`config.mk`:
```
export PLATFORM = sky130hd
export DESIGN_NAME = param_fp_multiplier
export DESIGN_NICKNAME = d
export VERILOG_FILES = /design/src/rtl/param_fp_multiplier.sv
export SDC_FILE = /design/constraint.sdc
export NUM_CORES = 2
export LEC_CHECK = 0
export ABC_AREA = 1
export CAP_MARGIN = 20
export CORE_MARGIN = 2
export CORE_UTILIZATION = 39
export DETAILED_ROUTE_END_ITERATION = 7
export PLACE_DENSITY = 0.62
export SKIP_LAST_GASP = 1
export SLEW_MARGIN = 20
export SYNTH_ARGS = -nofsm -noshare
export SYNTH_HDL_FRONTEND = slang
export SYNTH_SLANG_ARGS = --single-unit
```
`constraint.sdc`:
```
create_clock -name clk -period 9.1 [get_ports clk]
set_input_delay 1.82 -clock clk [delete_from_list [all_inputs] [get_ports clk]]
set_output_delay 1.82 -clock clk [all_outputs]
set_load 0.01 [all_outputs]
```
`src/rtl/param_fp_multiplier.sv`:
```
// Parametrised IEEE-754 multiplier with independent stb/ack handshakes on both operands and the result.
// Define DENORM_EN for gradual underflow; the default build flushes subnormal inputs and results to zero.
module param_fp_multiplier #(
    parameter int EXP_W = 8,
    parameter int MAN_W = 23
) (
    input  logic                   clk,
    input  logic                   rst,
    input  logic [EXP_W+MAN_W:0]   input_a,
    input  logic                   input_a_stb,
    output logic                   input_a_ack,
    input  logic [EXP_W+MAN_W:0]   input_b,
    input  logic                   input_b_stb,
    output logic                   input_b_ack,
    output logic [EXP_W+MAN_W:0]   output_z,
    output logic                   output_z_stb,
    input  logic                   output_z_ack
);
    localparam int W  = 1 + EXP_W + MAN_W;
    localparam int M  = MAN_W + 1;
    localparam int P  = 2 * M;
    localparam int ES = EXP_W + 2;
    localparam logic signed [ES-1:0] BIAS    = ES'((1 << (EXP_W - 1)) - 1);
    localparam logic signed [ES-1:0] EXP_MAX = ES'((1 << EXP_W) - 1);
    localparam logic signed [ES-1:0] ONE_E   = ES'(1);
    localparam logic [W-1:0] QNAN = {1'b0, {EXP_W{1'b1}}, 1'b1, {(MAN_W-1){1'b0}}};

    typedef enum logic [3:0] {
        GET_A, GET_B, UNPACK, SPECIAL, MULTIPLY, NORMALISE, ROUND, PACK, PUT_Z
    } state_t;

    state_t state, state_next;

    logic [W-1:0]          a, b, z;
    logic [M-1:0]          a_man, b_man, man;
    logic signed [ES-1:0]  a_exp, b_exp, exp;
    logic                  sign;
    logic [P-1:0]          prod, p_al;
    logic signed [ES-1:0]  e_al;
    logic                  guard, rnd, sticky, inc;
    logic [M:0]            rsum;
    logic                  a_nan, b_nan, a_inf, b_inf, a_zero, b_zero;
    logic                  special_hit;
    logic [W-1:0]          special_z;

    // Subnormal fields carry no hidden bit and sit at the same scale as exponent field 1.
    function automatic logic [M-1:0] sig_of(input logic [EXP_W-1:0] e, input logic [MAN_W-1:0] m);
        return {|e, m};
    endfunction

    function automatic logic signed [ES-1:0] exp_of(input logic [EXP_W-1:0] e);
        return (|e) ? $signed({2'b00, e}) : ONE_E;
    endfunction

    assign a_nan = (&a[W-2 -: EXP_W]) && (|a[MAN_W-1:0]);
    assign b_nan = (&b[W-2 -: EXP_W]) && (|b[MAN_W-1:0]);
    assign a_inf = (&a[W-2 -: EXP_W]) && !(|a[MAN_W-1:0]);
    assign b_inf = (&b[W-2 -: EXP_W]) && !(|b[MAN_W-1:0]);
`ifdef DENORM_EN
    logic a_shift, b_shift;
    int   shift_i;
    logic lost;

    assign a_zero  = !(|a[W-2 -: EXP_W]) && !(|a[MAN_W-1:0]);
    assign b_zero  = !(|b[W-2 -: EXP_W]) && !(|b[MAN_W-1:0]);
    assign a_shift = (a_man != '0) && !a_man[M-1];
    assign b_shift = (b_man != '0) && !b_man[M-1];
`else
    assign a_zero = !(|a[W-2 -: EXP_W]);
    assign b_zero = !(|b[W-2 -: EXP_W]);
`endif

    always_ff @(posedge clk or posedge rst) begin
        if (rst) state <= GET_A;
        else     state <= state_next;
    end

    always_comb begin
        state_next = state;
        case (state)
            GET_A:     if (input_a_stb) state_next = GET_B;
            GET_B:     if (input_b_stb) state_next = UNPACK;
`ifdef DENORM_EN
            UNPACK:    if (!a_shift && !b_shift) state_next = SPECIAL;
`else
            UNPACK:    state_next = SPECIAL;
`endif
            SPECIAL:   state_next = special_hit ? PUT_Z : MULTIPLY;
            MULTIPLY:  state_next = NORMALISE;
            NORMALISE: state_next = ROUND;
            ROUND:     state_next = PACK;
            PACK:      state_next = PUT_Z;
            PUT_Z:     if (output_z_ack) state_next = GET_A;
            default:   state_next = GET_A;
        endcase
    end

    always_comb begin
        input_a_ack  = (state == GET_A);
        input_b_ack  = (state == GET_B);
        output_z_stb = (state == PUT_Z);
    end

    assign output_z = z;

    always_comb begin
        special_hit = 1'b1;
        special_z   = '0;
        if (a_nan || b_nan || (a_inf && b_zero) || (a_zero && b_inf))
            special_z = QNAN;
        else if (a_inf || b_inf)
            special_z = {sign, {EXP_W{1'b1}}, {MAN_W{1'b0}}};
        else if (a_zero || b_zero)
            special_z = {sign, {(W-1){1'b0}}};
        else
            special_hit = 1'b0;
    end

    // Align the hidden bit to the product MSB; subnormal results are shifted down with sticky kept.
    always_comb begin
        p_al = prod;
        e_al = exp;
        if (prod[P-1]) e_al = exp + ONE_E;
        else           p_al = prod << 1;
`ifdef DENORM_EN
        shift_i = 0;
        lost    = 1'b0;
        if (e_al[ES-1] || e_al == '0) begin
            shift_i = 1 - int'(e_al);
            if (shift_i >= P) begin
                lost = |p_al;
                p_al = '0;
            end else begin
                lost = |(p_al & ~({P{1'b1}} << shift_i));
                p_al = p_al >> shift_i;
            end
            p_al[0] = p_al[0] | lost;
            e_al    = '0;
        end
`endif
    end

    assign inc  = guard && (rnd || sticky || man[0]);
    assign rsum = {1'b0, man} + {{M{1'b0}}, inc};

    always_ff @(posedge clk or posedge rst) begin
        if (rst) begin
            a <= '0; b <= '0; z <= '0;
            a_man <= '0; b_man <= '0; man <= '0;
            a_exp <= '0; b_exp <= '0; exp <= '0;
            sign <= 1'b0; prod <= '0;
            guard <= 1'b0; rnd <= 1'b0; sticky <= 1'b0;
        end else begin
            case (state)
                GET_A: if (input_a_stb) begin
                    a     <= input_a;
                    a_man <= sig_of(input_a[W-2 -: EXP_W], input_a[MAN_W-1:0]);
                    a_exp <= exp_of(input_a[W-2 -: EXP_W]);
                end
                GET_B: if (input_b_stb) begin
                    b     <= input_b;
                    b_man <= sig_of(input_b[W-2 -: EXP_W], input_b[MAN_W-1:0]);
                    b_exp <= exp_of(input_b[W-2 -: EXP_W]);
                    sign  <= a[W-1] ^ input_b[W-1];
                end
`ifdef DENORM_EN
                UNPACK: begin
                    if (a_shift) begin
                        a_man <= a_man << 1;
                        a_exp <= a_exp - ONE_E;
                    end else if (b_shift) begin
                        b_man <= b_man << 1;
                        b_exp <= b_exp - ONE_E;
                    end
                end
`endif
                SPECIAL: if (special_hit) z <= special_z;
                MULTIPLY: begin
                    prod <= P'(a_man) * P'(b_man);
                    exp  <= a_exp + b_exp - BIAS;
                end
                NORMALISE: begin
                    man    <= p_al[P-1 -: M];
                    guard  <= p_al[M-1];
                    rnd    <= p_al[M-2];
                    sticky <= |p_al[M-3:0];
                    exp    <= e_al;
                end
                ROUND: begin
                    if (rsum[M]) begin
                        man <= rsum[M:1];
                        exp <= exp + ONE_E;
                    end else begin
                        man <= rsum[M-1:0];
`ifdef DENORM_EN
                        if (exp == '0 && rsum[M-1]) exp <= ONE_E;
`endif
                    end
                end
                PACK: begin
                    if (exp >= EXP_MAX)
                        z <= {sign, {EXP_W{1'b1}}, {MAN_W{1'b0}}};
                    else if (exp[ES-1] || exp == '0)
`ifdef DENORM_EN
                        z <= {sign, {EXP_W{1'b0}}, man[MAN_W-1:0]};
`else
                        z <= {sign, {(W-1){1'b0}}};
`endif
                    else
                        z <= {sign, exp[EXP_W-1:0], man[MAN_W-1:0]};
                end
                default: ;
            endcase
        end
    end
endmodule
```
==> results by stage <==
Status:
- The flow ran to the end, and the final reports show no timing, DRC or antenna violations.

Synthesis:
- For this run, the leading register cell type out of synthesis is sky130_fd_sc_hd__dfrtp_1.
- A synthesized cell averages 7.36 um^2.
- In this run, synthesis inferred 0 flip-flops with an integrated enable.
- The number of different library cells used by synthesis comes to 44.
- Summing every instance area after synthesis gives 30600 um^2.
- The synthesized design contains 203 register bits.
- Counting every instance in the synthesized netlist gives 4155.
- For this run, the register share of the synthesized area comes to 16.6%.
- The net count after synthesis is 4899.
- The share of flip-flops with an asynchronous set or reset is 100%.
- Yosys printed 0 warnings.

Floorplanning:
- The number of core rows is 102.
- The die is 284 um tall.
- The region available for standard cell placement spans 77600 um^2.
- The die covers 80700 um^2.
- The horizontal extent of the die is 284 um.
- The number of top-level pins is 104.
- The initial core utilization is 39.4%.

Min path:
- The path category of the worst min-delay check is register to register.

Worst setup path:
- The sum of buffers and inverters on the critical path is 7.
- The startpoint-to-endpoint class of the critical path is register to register.
- In this design, the critical path's most frequently occurring cell is sky130_fd_sc_hd__fa_1.
- The worst setup path is captured at a register.
- The critical path arrival is 7.45 ns.
- Grouping stages by cell kind, the critical path spends the most delay in adder cells.
- The slowest stage of the critical path belongs to the cell sky130_fd_sc_hd__dfrtp_1.
- In this design, the stage delay of the slowest critical-path cell is 0.88 ns.
- STA classifies the critical path startpoint as a register.
- The largest fanout on the critical path is 16.
- Data on the critical path is required at its endpoint by 9.55 ns.

Clock tree:
- The cell sitting at the root of the clock tree is a sky130_fd_sc_hd__clkbuf_16.
- The number of buffers inserted by post-CTS setup repair is 0.
- After clock tree synthesis, the flow added hold-fix buffers numbering 0.
- TritonCTS built the clock tree.
- The total CTS buffers is 25.
- The tree built by TritonCTS fans out to 203 sinks.
- After clock tree synthesis, the repair step resized 0 gates.
- The clock-pin slew reported for the worst setup and hold paths after clock tree synthesis is 0.08 ns.
- CTS built an H-tree with a depth of 1.
- The maximum root-to-sink buffer count is 3.
- The later pin in the worst-skew pair is clocked with a latency of 0.59 ns.

Route:
- The total wire length after detailed routing is 85.5 mm.
- The vias per cell is 4.82.
- The detailed router finished its first iteration with 1798 violations.
- For this run, design rule violations remaining after detail routing come to 0.
- The first TritonRoute pass finished after 6 iterations.
- The count of nets left with antenna violations once routing finished came out at 0.
- After detailed routing, the average wire length per cell comes to 16.5 um.
- Across all layers, the routed design uses 25011 vias.

GRT:
- The number of antenna violations at the first check in global routing is 3.
- The via count of the first global-routing pass was 26012.
- The pin count of the biggest net entering global routing is 144.
- The first global-routing pass estimated 141 mm of wire.
- The global-route usage over all layers is 21.8%.
- Global routing finished with a remaining overflow of 0.

STA:
- The final worst-path cycle share is 76.9%.
- Across the routed clock network, the largest skew measured is 0.0273 ns.
- Subtracting the final worst setup slack from the clock period gives 6.99 ns.
- Setup violations remaining at the end of the flow were counted as 0.
- The sum of negative setup slack is 0 ns.
- The number of failing hold endpoints at the final stage is 0.
- Setup repair after global routing left no endpoint under its margin.
- The number of pins with negative max-slew slack in the final report is 0.
- The worst pin sits at a relative slew slack of 21.8%.
- Once routing completed, OpenROAD measured the worst setup slack at 2.11 ns.
- The slew at the pin closest to its max-slew limit is 1.17 ns.
- Timing would allow up to 0.143 GHz.

Final layout:
- The area of all placed cells without fillers is 33300 um^2.
- In the layout the commonest cells are sky130_fd_sc_hd__nand2_1, sky130_fd_sc_hd__inv_1, sky130_fd_sc_hd__fa_1.
- At the end of the flow the core is filled with cells to 42.9%.
- The net count of the finished layout is 4875.
- 0 antenna diodes ended up in the layout.
- The number of fillers in the final layout is 8007.
- The area growth from synthesis to layout is 8.87%.
- The leading cell type in the layout, fill and taps excluded is sky130_fd_sc_hd__nand2_1.
- The post-route netlist has 2.94% of its cells at a drive strength greater than 1.

Place:
- The number of input and output port buffers inserted is 103.
- At the end of routability-driven placement, the weighted congestion stood at 0.892.
- The half-perimeter wire length after detailed placement is 65.8 mm.
- The worst slack after detailed placement is 2.15 ns.
- Summing all placed instances gives a cell area of 32400 um^2.

Job:
- The reported max-cap violation count is 0.
[synth_stat cells, drive strengths merged (5+ instances only)]
library cell  instances  area (um^2)
nor4                 11         68.8
nor2                180          711
a31oi                10         62.6
a21oi                64          320
nor3                 17          113
nand4                26          163
nand2              1424         5360
o21ai                68          355
fa                  483         9670
ha                  192         2400
a22oi                 8         60.1
or2                   5         31.3
nand3               147          736
clkbuf              130          488
o21bai                9         67.6
inv                1036         3890
dfrtp               203         5080
xnor2                21          184
a21boi               10         86.3
buf                  65          367
xor2                 26          228
nand3b                7         52.6
[path summary, 6_finish.rpt]
check / from / end / slack, ns / cells after the start
setup reg to reg: a[14] / prod[39] / 2.11 / 26
hold / removal: b_exp[1] / b_exp[1] / 0.48 / 2
hold reg to reg: b_exp[1] / b_exp[1] / 0.48 / 2
max in group asynchronous: rst / b[17] / 5.80 / 3
min in group asynchronous: rst / output_z[23] / 1.74 / 2
setup / recovery: a[14] / prod[39] / 2.11 / 26
[layer usage]
| layer | track usage [%] | share of wire (%) |
|---|---|---|
| met1 | 28.2 | 42 |
| met2 | 38.0 | 49 |
| met3 | 2.44 | 5.8 |
| met4 | 7.62 | 3.9 |
| met5 | 0 | 0.032 |
[kinds of logic after synthesis]
kind of cell	share of synthesized area [%]
xor gates and xnor gates	1.35
AOI/OAI and AO/OA	3.37
adders and majority gates	39.5
buffers and inverters	15.5
DFF	16.6
and+or+nand+nor	23.7
[sequential cells by signal (all words and copies together) (netlist names)]
signal	count
a	32
a_exp	8
a_man	1
b	31
b_exp	8
b_man	1
exp	10
guard	1
man	24
output_z	32
prod	48
rnd	1
sign	1
state	4
sticky	1
[metrics by stage]
step	std cells	hold WS, ns
6_report	5189	0.475
5_1_grt	5189	0.493
4_1_cts	5188	0.482
3_5_place_dp	5143	0.468
3_3_place_gp	5143	0.467
2_1_floorplan	4155	0.443
[area by class of cell]
class | count | area [um^2] | area share [%]
flip-flops and latches | 203 | 5090 | 15.3
repair buffers | 144 | 1350 | 4.04
multi-input cells | 2719 | 20800 | 62.4
clock buffers | 34 | 679 | 2.04
well taps | 1040 | 1300 | 3.91
inverters | 1038 | 3910 | 11.7
clock inverters | 11 | 201 | 0.605
[worst register-to-register path: cells and delay by family, from the launching register on]
kind	cells	cell delay [ns]
AND/OR/NAND/NOR	11	1.42
adder cells (fa/ha/maj)	8	3.89
flip-flops	1	0.88
buffers and inverters	7	0.64
Power is left out: the tool's default activity adds up to more than one toggle a clock period on the data nets, which glitch-free logic cannot reach.
